--- src/rtl/gpio_pkg.sv ---
// ============================================================================
// Module      : gpio_pkg
// Description : Register word indexes and channel limit for gpio_edge_capture.
// Revision    : 1.0 - initial release
// ============================================================================
`default_nettype none

package gpio_pkg;

   localparam int GPIO_MAX_CH = 32;

   localparam logic [2:0] GPIO_DATA  = 3'd0;
   localparam logic [2:0] GPIO_EDGE  = 3'd1;
   localparam logic [2:0] GPIO_RISE  = 3'd2;
   localparam logic [2:0] GPIO_FALL  = 3'd3;
   localparam logic [2:0] GPIO_IRQEN = 3'd4;

endpackage

`default_nettype wire

--- src/rtl/gpio_edge_capture_sync_debounce.sv ---
// ============================================================================
// Module      : sync_debounce
// Description : One-channel synchroniser plus stable-count debouncer.
// Revision    : 1.0 - initial release
// ============================================================================
`default_nettype none

module sync_debounce #(
   parameter int   SYNC_STAGES     = 2,
   parameter int   DEBOUNCE_CYCLES = 250000,
   parameter logic RESET_LEVEL     = 1'b0
) (
   input  logic clk,
   input  logic reset_n,
   input  logic pin_i,
   output logic db,
   output logic rise_p,
   output logic fall_p
);

   localparam int c_cnt_w = (DEBOUNCE_CYCLES > 1) ? $clog2(DEBOUNCE_CYCLES) : 1;
   localparam logic [c_cnt_w-1:0] c_cnt_max = c_cnt_w'(DEBOUNCE_CYCLES - 1);

   logic [SYNC_STAGES-1:0] r_sync;
   logic [c_cnt_w-1:0]     r_cnt;
   logic                   r_db;
   logic                   w_s;
   logic                   w_mismatch;
   logic                   w_fire;

   assign w_s        = r_sync[SYNC_STAGES-1];
   assign w_mismatch = w_s ^ r_db;
   assign w_fire     = w_mismatch && (r_cnt == c_cnt_max);

   // Pulses are asserted in the cycle before db flips so the edge flag
   // register captures on the very clock edge that db changes.
   assign rise_p = w_fire & w_s;
   assign fall_p = w_fire & ~w_s;
   assign db     = r_db;

   always_ff @(posedge clk or negedge reset_n) begin
      if (!reset_n) begin
         r_sync <= {SYNC_STAGES{RESET_LEVEL}};
         r_cnt  <= '0;
         r_db   <= RESET_LEVEL;
      end else begin
         r_sync <= {r_sync[SYNC_STAGES-2:0], pin_i};
         if (!w_mismatch) begin
            r_cnt <= '0;
         end else if (w_fire) begin
            r_db  <= w_s;
            r_cnt <= '0;
         end else begin
            r_cnt <= r_cnt + c_cnt_w'(1);
         end
      end
   end

endmodule

`default_nettype wire

--- src/rtl/gpio_edge_capture.sv ---
// ============================================================================
// Module      : gpio_edge_capture
// Description : Debounced GPIO inputs with sticky W1C edge flags and IRQ.
// Revision    : 1.0 - initial release
// ============================================================================
`default_nettype none

module gpio_edge_capture
   import gpio_pkg::*;
#(
   parameter int              N_CH            = 10,
   parameter int              DEBOUNCE_CYCLES = 250000,
   parameter int              SYNC_STAGES     = 2,
   parameter logic [N_CH-1:0] RESET_LEVEL     = '0
) (
   input  logic            clk,
   input  logic            reset_n,
   input  logic [N_CH-1:0] pins_i,
   input  logic            we,
   input  logic [4:0]      addr,
   input  logic [31:0]     wdata,
   output logic [31:0]     rdata,
   output logic [N_CH-1:0] level_o,
   output logic            irq
);

   logic [N_CH-1:0] w_db;
   logic [N_CH-1:0] w_rise;
   logic [N_CH-1:0] w_fall;
   logic [N_CH-1:0] w_wdata_ch;
   logic [N_CH-1:0] w_set;
   logic [N_CH-1:0] w_clr;
   logic [N_CH-1:0] w_rd;
   logic [2:0]      w_word;
   logic            w_unused;

   logic [N_CH-1:0] r_edge;
   logic [N_CH-1:0] r_rise_en;
   logic [N_CH-1:0] r_fall_en;
   logic [N_CH-1:0] r_irq_en;
   logic            r_irq;

   generate
      for (genvar i = 0; i < N_CH; i++) begin : g_ch
         sync_debounce #(
            .SYNC_STAGES     (SYNC_STAGES),
            .DEBOUNCE_CYCLES (DEBOUNCE_CYCLES),
            .RESET_LEVEL     (RESET_LEVEL[i])
         ) u_sync_debounce (
            .clk     (clk),
            .reset_n (reset_n),
            .pin_i   (pins_i[i]),
            .db      (w_db[i]),
            .rise_p  (w_rise[i]),
            .fall_p  (w_fall[i])
         );
      end
   endgenerate

   assign w_word     = addr[4:2];
   assign w_wdata_ch = wdata[N_CH-1:0];
   assign w_unused   = ^{addr[1:0], wdata};

   // A new edge in the same cycle as a clear keeps the flag set.
   assign w_set = (w_rise & r_rise_en) | (w_fall & r_fall_en);
   assign w_clr = (we && (w_word == GPIO_EDGE)) ? w_wdata_ch : '0;

   always_ff @(posedge clk or negedge reset_n) begin
      if (!reset_n) begin
         r_edge    <= '0;
         r_rise_en <= '0;
         r_fall_en <= '0;
         r_irq_en  <= '0;
         r_irq     <= 1'b0;
      end else begin
         r_edge <= (r_edge & ~w_clr) | w_set;
         if (we && (w_word == GPIO_RISE))  r_rise_en <= w_wdata_ch;
         if (we && (w_word == GPIO_FALL))  r_fall_en <= w_wdata_ch;
         if (we && (w_word == GPIO_IRQEN)) r_irq_en  <= w_wdata_ch;
         r_irq <= |(r_edge & r_irq_en);
      end
   end

   always_comb begin
      w_rd = '0;
      case (w_word)
         GPIO_DATA:  w_rd = w_db;
         GPIO_EDGE:  w_rd = r_edge;
         GPIO_RISE:  w_rd = r_rise_en;
         GPIO_FALL:  w_rd = r_fall_en;
         GPIO_IRQEN: w_rd = r_irq_en;
         default:    w_rd = '0;
      endcase
      rdata            = '0;
      rdata[N_CH-1:0]  = w_rd;
   end

   assign level_o = w_db;
   assign irq     = r_irq;

endmodule

`default_nettype wire

--- config.mk ---
export PLATFORM = sky130hd
export DESIGN_NAME = gpio_edge_capture
export DESIGN_NICKNAME = d
export VERILOG_FILES = /design/src/rtl/gpio_pkg.sv /design/src/rtl/gpio_edge_capture_sync_debounce.sv /design/src/rtl/gpio_edge_capture.sv
export SDC_FILE = /design/constraint.sdc
export NUM_CORES = 1
export LEC_CHECK = 0
export ABC_AREA = 1
export CORE_ASPECT_RATIO = 1.2
export CORE_MARGIN = 4
export CORE_UTILIZATION = 60
export CTS_BUF_LIST = sky130_fd_sc_hd__clkbuf_4 sky130_fd_sc_hd__clkbuf_8
export DETAILED_ROUTE_END_ITERATION = 10
export PLACE_DENSITY_LB_ADDON = 0.12
export SETUP_SLACK_MARGIN = 0.15
export SYNTH_ARGS = -nofsm -noshare
export SYNTH_HDL_FRONTEND = slang
export SYNTH_SLANG_ARGS = --single-unit
export TNS_END_PERCENT = 50
--- constraint.sdc ---
create_clock -name clk -period 1.45 [get_ports clk]
set_input_delay 0.145 -clock clk [delete_from_list [all_inputs] [get_ports clk]]
set_output_delay 0.145 -clock clk [all_outputs]
set_load 0.02 [all_outputs]
Word-level counts from Yosys, hierarchy flattened
Index checks and enable logic that the tools add are counted.

Output and inout bits: 43. Flip-flop bits (word level): 251.

Equal/unequal tests: 14. Multiplexer cells: 22. Add/subtract/negate cells: 10. Reductions and logical operators: 26. Bitwise gates (word level): 47.

Operators with widths (count): 18-bit 2-to-1 mux (20); 18-bit by 1-bit adder with 18-bit output, second input constant (10); 18-bit == test, second input constant (10); 10-bit one-hot mux with 5 select lines (1); 10-bit bitwise AND (4); 1-bit bitwise AND (20); 10-bit bitwise OR (2); 2-bit AND reduction (10); 1-bit logical AND (14); 10-bit 2-to-1 mux (1); 1-bit NOT (10); 10-bit NOT (1); 10-bit OR reduction (1); 1-bit XOR (10); 3-bit by 2-bit == test with 1-bit output, second input constant (2); 3-bit by 1-bit == test with 1-bit output, second input constant (1); 3-bit == test, second input constant (1); 3-bit logical NOT (1).

Longest topological paths before layout
Word-level depth: 6. Mapped depth: 9. Gate-level depth less buffers: 9.

By module
From an unflattened synthesis, not the netlist that was laid out.

Cells, all modules: 1753. Area total of the unflattened synthesis: 13809.5 um2.

Modules (own cells, without submodules): sync_debounce (cells each 141, instances 10, area each 1141.1 um2); gpio_edge_capture (cells each 343, instances 1, area each 2398.6 um2).

Worst setup path before layout
Ideal clock, no wire load.

Path type: register to register. Start: reg g_ch[0].u_sync_debounce.r_cnt[0]. End: reg g_ch[0].u_sync_debounce.r_cnt[7]. Period minus slack after synthesis: 1.294 ns. Data arrival time: 1.174 ns. Slack: 0.156 ns. Stages on the path, launching flop included: 9. Path through: dfrtp_1 > ha_1 > nand2_1 > nor2_2 > nand2_1 > nor2_4 > nand2_4 > nand2_2 > nor2_1.

Cells in the longest elaborated chain, start to end: 4. Elaborated cells on any way between the ends: 5. Classes of those cells: add/sub: 1; eq/ne: 1; mux: 2; reduce/logical: 1.

RTL lines: from (decl) (RTL line gpio_edge_capture_sync_debounce.sv:25) `logic [c_cnt_w-1:0] r_cnt;`; from (signal assigned) (RTL line gpio_edge_capture_sync_debounce.sv:54) `r_cnt <= r_cnt + c_cnt_w'(1);`; branches (longest 2 deep; another with 18-bit by 1-bit adder with 18-bit output); 18-bit 2-to-1 mux (*) (RTL line gpio_edge_capture_sync_debounce.sv:50) `end else if (w_fire) begin`; 18-bit 2-to-1 mux (*) (RTL line gpio_edge_capture_sync_debounce.sv:48) `if (!w_mismatch) begin`.

Every way passes the cells marked *. A chain may end at the register's enable or synchronous reset.

Final worst setup path
Start: reg r_fall_en[4]. End: out rdata[4].

Cells in the longest elaborated chain, start to end: 1.

RTL lines: from (decl) (RTL line gpio_edge_capture.sv:39) `logic [N_CH-1:0] r_fall_en;`; from (signal assigned) (RTL line gpio_edge_capture.sv:78) `if (we && (w_word == GPIO_FALL)) r_fall_en <= w_wdata_ch;`; 10-bit one-hot mux with 5 select lines (RTL line gpio_edge_capture.sv:86) `case (w_word)`; to (decl) (RTL line gpio_edge_capture.sv:22) `output logic [31:0] rdata,`.

No other way between the ends.

==> qor.csv <==
metric,value,unit
Worst EP arrival,1.50,ns
Die Footprint,0.0258,sq mm
P_sw,4.04,mW
Post-DP HPWL,23400,um
Sequential Power Share,47.2,%
Final Hold Violating Endpoints,0,
RePlAce Congestion,0.900,
FMAX,606,MHz
Die Ht,175,um
CTS tree,done,
WL final,35600,um
synthesized cell area,0.0140,sq mm
Avg Inst Size Synth,7.57,sq um
Starting DRT DRC Count,837,
Ports,93,
CTS Root Cell,clkbuf_8,
vias in the first global route,12500,
"Warnings, synthesis",0,
setup ws final,-0.199,ns
first-pass GRT wire length,57600,um
LEAKAGE,8.35,nW
Clock power frac,42.0,%
maxcap violations,0,
IO Port Bufs,46,
clock buffer depth,3,
Peak VDD IR,727,uV
WP data required,1.31,ns
top_reg_cell synth,dfrtp_1,
Synth Register Bits,251,
setup repair after global routing missed its margin,yes,
endpoint class of the critical path,output port,
Slew Limit Fails,0,
Synth area leaders,"dfrtp_1 45%, nand2_1 11%, nor2_1 11%",
failing checks,setup timing,
Worst Hold Class,primary input to register,
Pwr Total,16.1,mW
fin cells,2419,
Sw Share,25.0,%
Fillers,1463,
critical path type,register to output port,
"worst slack, placed",-0.825,ns
clock slew at reported path FFs,0.06,ns
"top cells by count, synth","420 x nand2_1, 408 x nor2_1, 251 x dfrtp_1, 176 x inv_1, 118 x nand3_1",
Post-synth EDFFs,0,
setup TNS after final layout,-2.42,ns
Hold Startpoint,pins_i[9],
Antenna Violating Nets Remaining,0,
Final period util,114,%
cts bufs inserted,43,
Comb pwr share,10.8,%
Setup crit end,rdata[4],
overall routing resource usage,26.3,%
Synth Instances,1850,
Final Setup Violations,30,
post-synth top area share,44.9,%
Vias/cell,5.34,
post-synthesis sequential area ratio,44.9,%
largest net degree at the start of global routing,79,
Worst R2R Path Depth,12,
CTS sink cnt,251,
H-tree depth,2,
CP max FO,2,
Pint,12.1,mW
Critical R2R Launch,r_fall_en[2],
outcome,"finished, violations left",
vias,12900,
layout cells sized above 1,31.6,%
CORE AREA,0.0227,sq mm
Rows,60,
Routed WL per cell,14.7,um
most frequent cell after synthesis,nand2_1,
Final min period,1.65,ns
Initial Util,61.7,%
Unique masters post-synth,35,
grt total ovfl,0,
Clock Latency Late Sink,0.55,ns
Final Skew,0.0117,ns
nets,2137,
Power Density,878,mW/mm^2
DP Cell Count,2267,
Remaining DRCs,0,
Startpoint Class,register,
initial antenna violation count,2,
FF-to-FF End,r_edge[2],
Area growth syn-to-layout,31.2,%
R2R setup slack,-0.12,ns
worst setup path start,r_fall_en[4],
DR pass1 iterations,9,
Yosys top cell by area,dfrtp_1,
Die Width,147,um
ys async rst share,100,%
how the worst min path moves through the flow:
stage	to	depth (start not counted)
after floorplan	g_ch[0].u_sync_debounce.db	0
after global placement	g_ch[6].u_sync_debounce.r_cnt[1]	1
after detailed placement	g_ch[6].u_sync_debounce.r_cnt[1]	1
after CTS	g_ch[2].u_sync_debounce.r_sync[0]	1
after global routing	g_ch[9].u_sync_debounce.r_sync[0]	1
final	g_ch[9].u_sync_debounce.r_sync[0]	1
flip-flops by register name, indices dropped and copies added (netlist names):
register and count:
g_ch.u_sync_debounce.r_sync 20, irq 1, g_ch.u_sync_debounce.db 10, r_irq_en 10
r_rise_en 10, g_ch.u_sync_debounce.r_cnt 180, r_edge 10, r_fall_en 10
critical path, cell delays in order (launching register included):
cell	delay, ns
dfrtp_1	0.39
a22oi_2	0.15
nand4_1	0.21
buf_6	0.21
cell type report:
type | count | area (sq um) | share of cell area [%]
antenna | 2 | 5.00 | 0.0273
clock buffer | 75 | 932 | 5.08
inverter | 200 | 791 | 4.31
multi-input combinational | 1377 | 8050 | 43.8
sequential | 251 | 6290 | 34.3
tap | 310 | 388 | 2.11
timing repair buffer | 203 | 1890 | 10.3
timing repair inverter | 1 | 16.3 | 0.0886
cell usage in the layout, fill, tap and decap left out, types with 7 or more instances in the layout:
master	Yosys	final
o21ai_0	52	42
a21oi_1	17	15
clkbuf_8	0	59
nor2_2	23	88
inv_4	0	7
buf_4	32	106
nor2_1	408	304
nand3b_1	21	21
dfrtp_1	251	240
xnor2_1	12	10
nand2_4	11	41
clkdlybuf4s50_1	0	21
xor2_1	63	61
clkbuf_4	0	16
nor3_2	15	20
o21ai_1	29	30
nor3_1	23	14
nand4_1	40	40
o21ai_2	1	10
nand2_8	0	7
dfrtp_2	0	11
conb_1	1	22
nand2_1	420	381
inv_2	23	40
inv_1	176	149
nor2_4	27	66
nand3_2	2	42
buf_6	0	63
nand2_2	39	41
nand3_1	118	74
power groups by stage:
stage / registers, mW / logic (mW) / clock network [mW]
final: 7.62 / 1.73 / 6.78
after global routing: 7.65 / 1.91 / 7.24
after CTS: 7.59 / 1.50 / 6.92
after detailed placement: 7.71 / 1.27 / 0
after global placement: 7.70 / 1.24 / 0
after floorplan: 7.65 / 0.668 / 0
cell families (layout without fill, tap and decap cells):
logic type / count (synthesis) / in the layout / share of synthesized area [%]
xor gates and xnor gates: 75 / 75 / 4.69
adders and majority gates: 10 / 10 / 0.894
muxes: 3 / 3 / 0.215
AOI/OAI and AO/OA: 110 / 110 / 4.18
DFF: 251 / 251 / 44.9
buffers and inverters: 243 / 479 / 7.44
other: 1 / 24 / 0.0268
and+or+nand+nor: 1157 / 1157 / 37.7
routing by layer:
metal | vias to the layer above | wire length (um) | global-route usage [%] | part of all wire (%)
met5 | - | 0 | 0 | 0
met4 | 0 | 1150 | 9.36 | 3.2
met3 | 91 | 1700 | 4.08 | 4.8
met2 | 365 | 18200 | 46.6 | 51
met1 | 6211 | 14600 | 32.9 | 41
li1 | 6254 | - | - | -
what timing repair did:
action | CTS | global route
buffers inserted | 47 | 26
hold buffers | 1 | 0
gates resized for setup | 297 | 244
setup endpoints to repair | 159 | 192
gates cloned | 0 | 1
pin swaps | 182 | 189
hold endpoints to repair | 251 | 0
stage by stage:
step	hold slack, ns	util [%]	instance area (sq um)
floorplan	-0.151	-	14100
finish	0.0424	81.0	18400
CTS	0.0130	76.2	17300
global placement	0.0202	67.5	15300
global route	0.0175	81.0	18400
detailed placement	0.0179	67.5	15300
(Power assumes the default switching activity.)
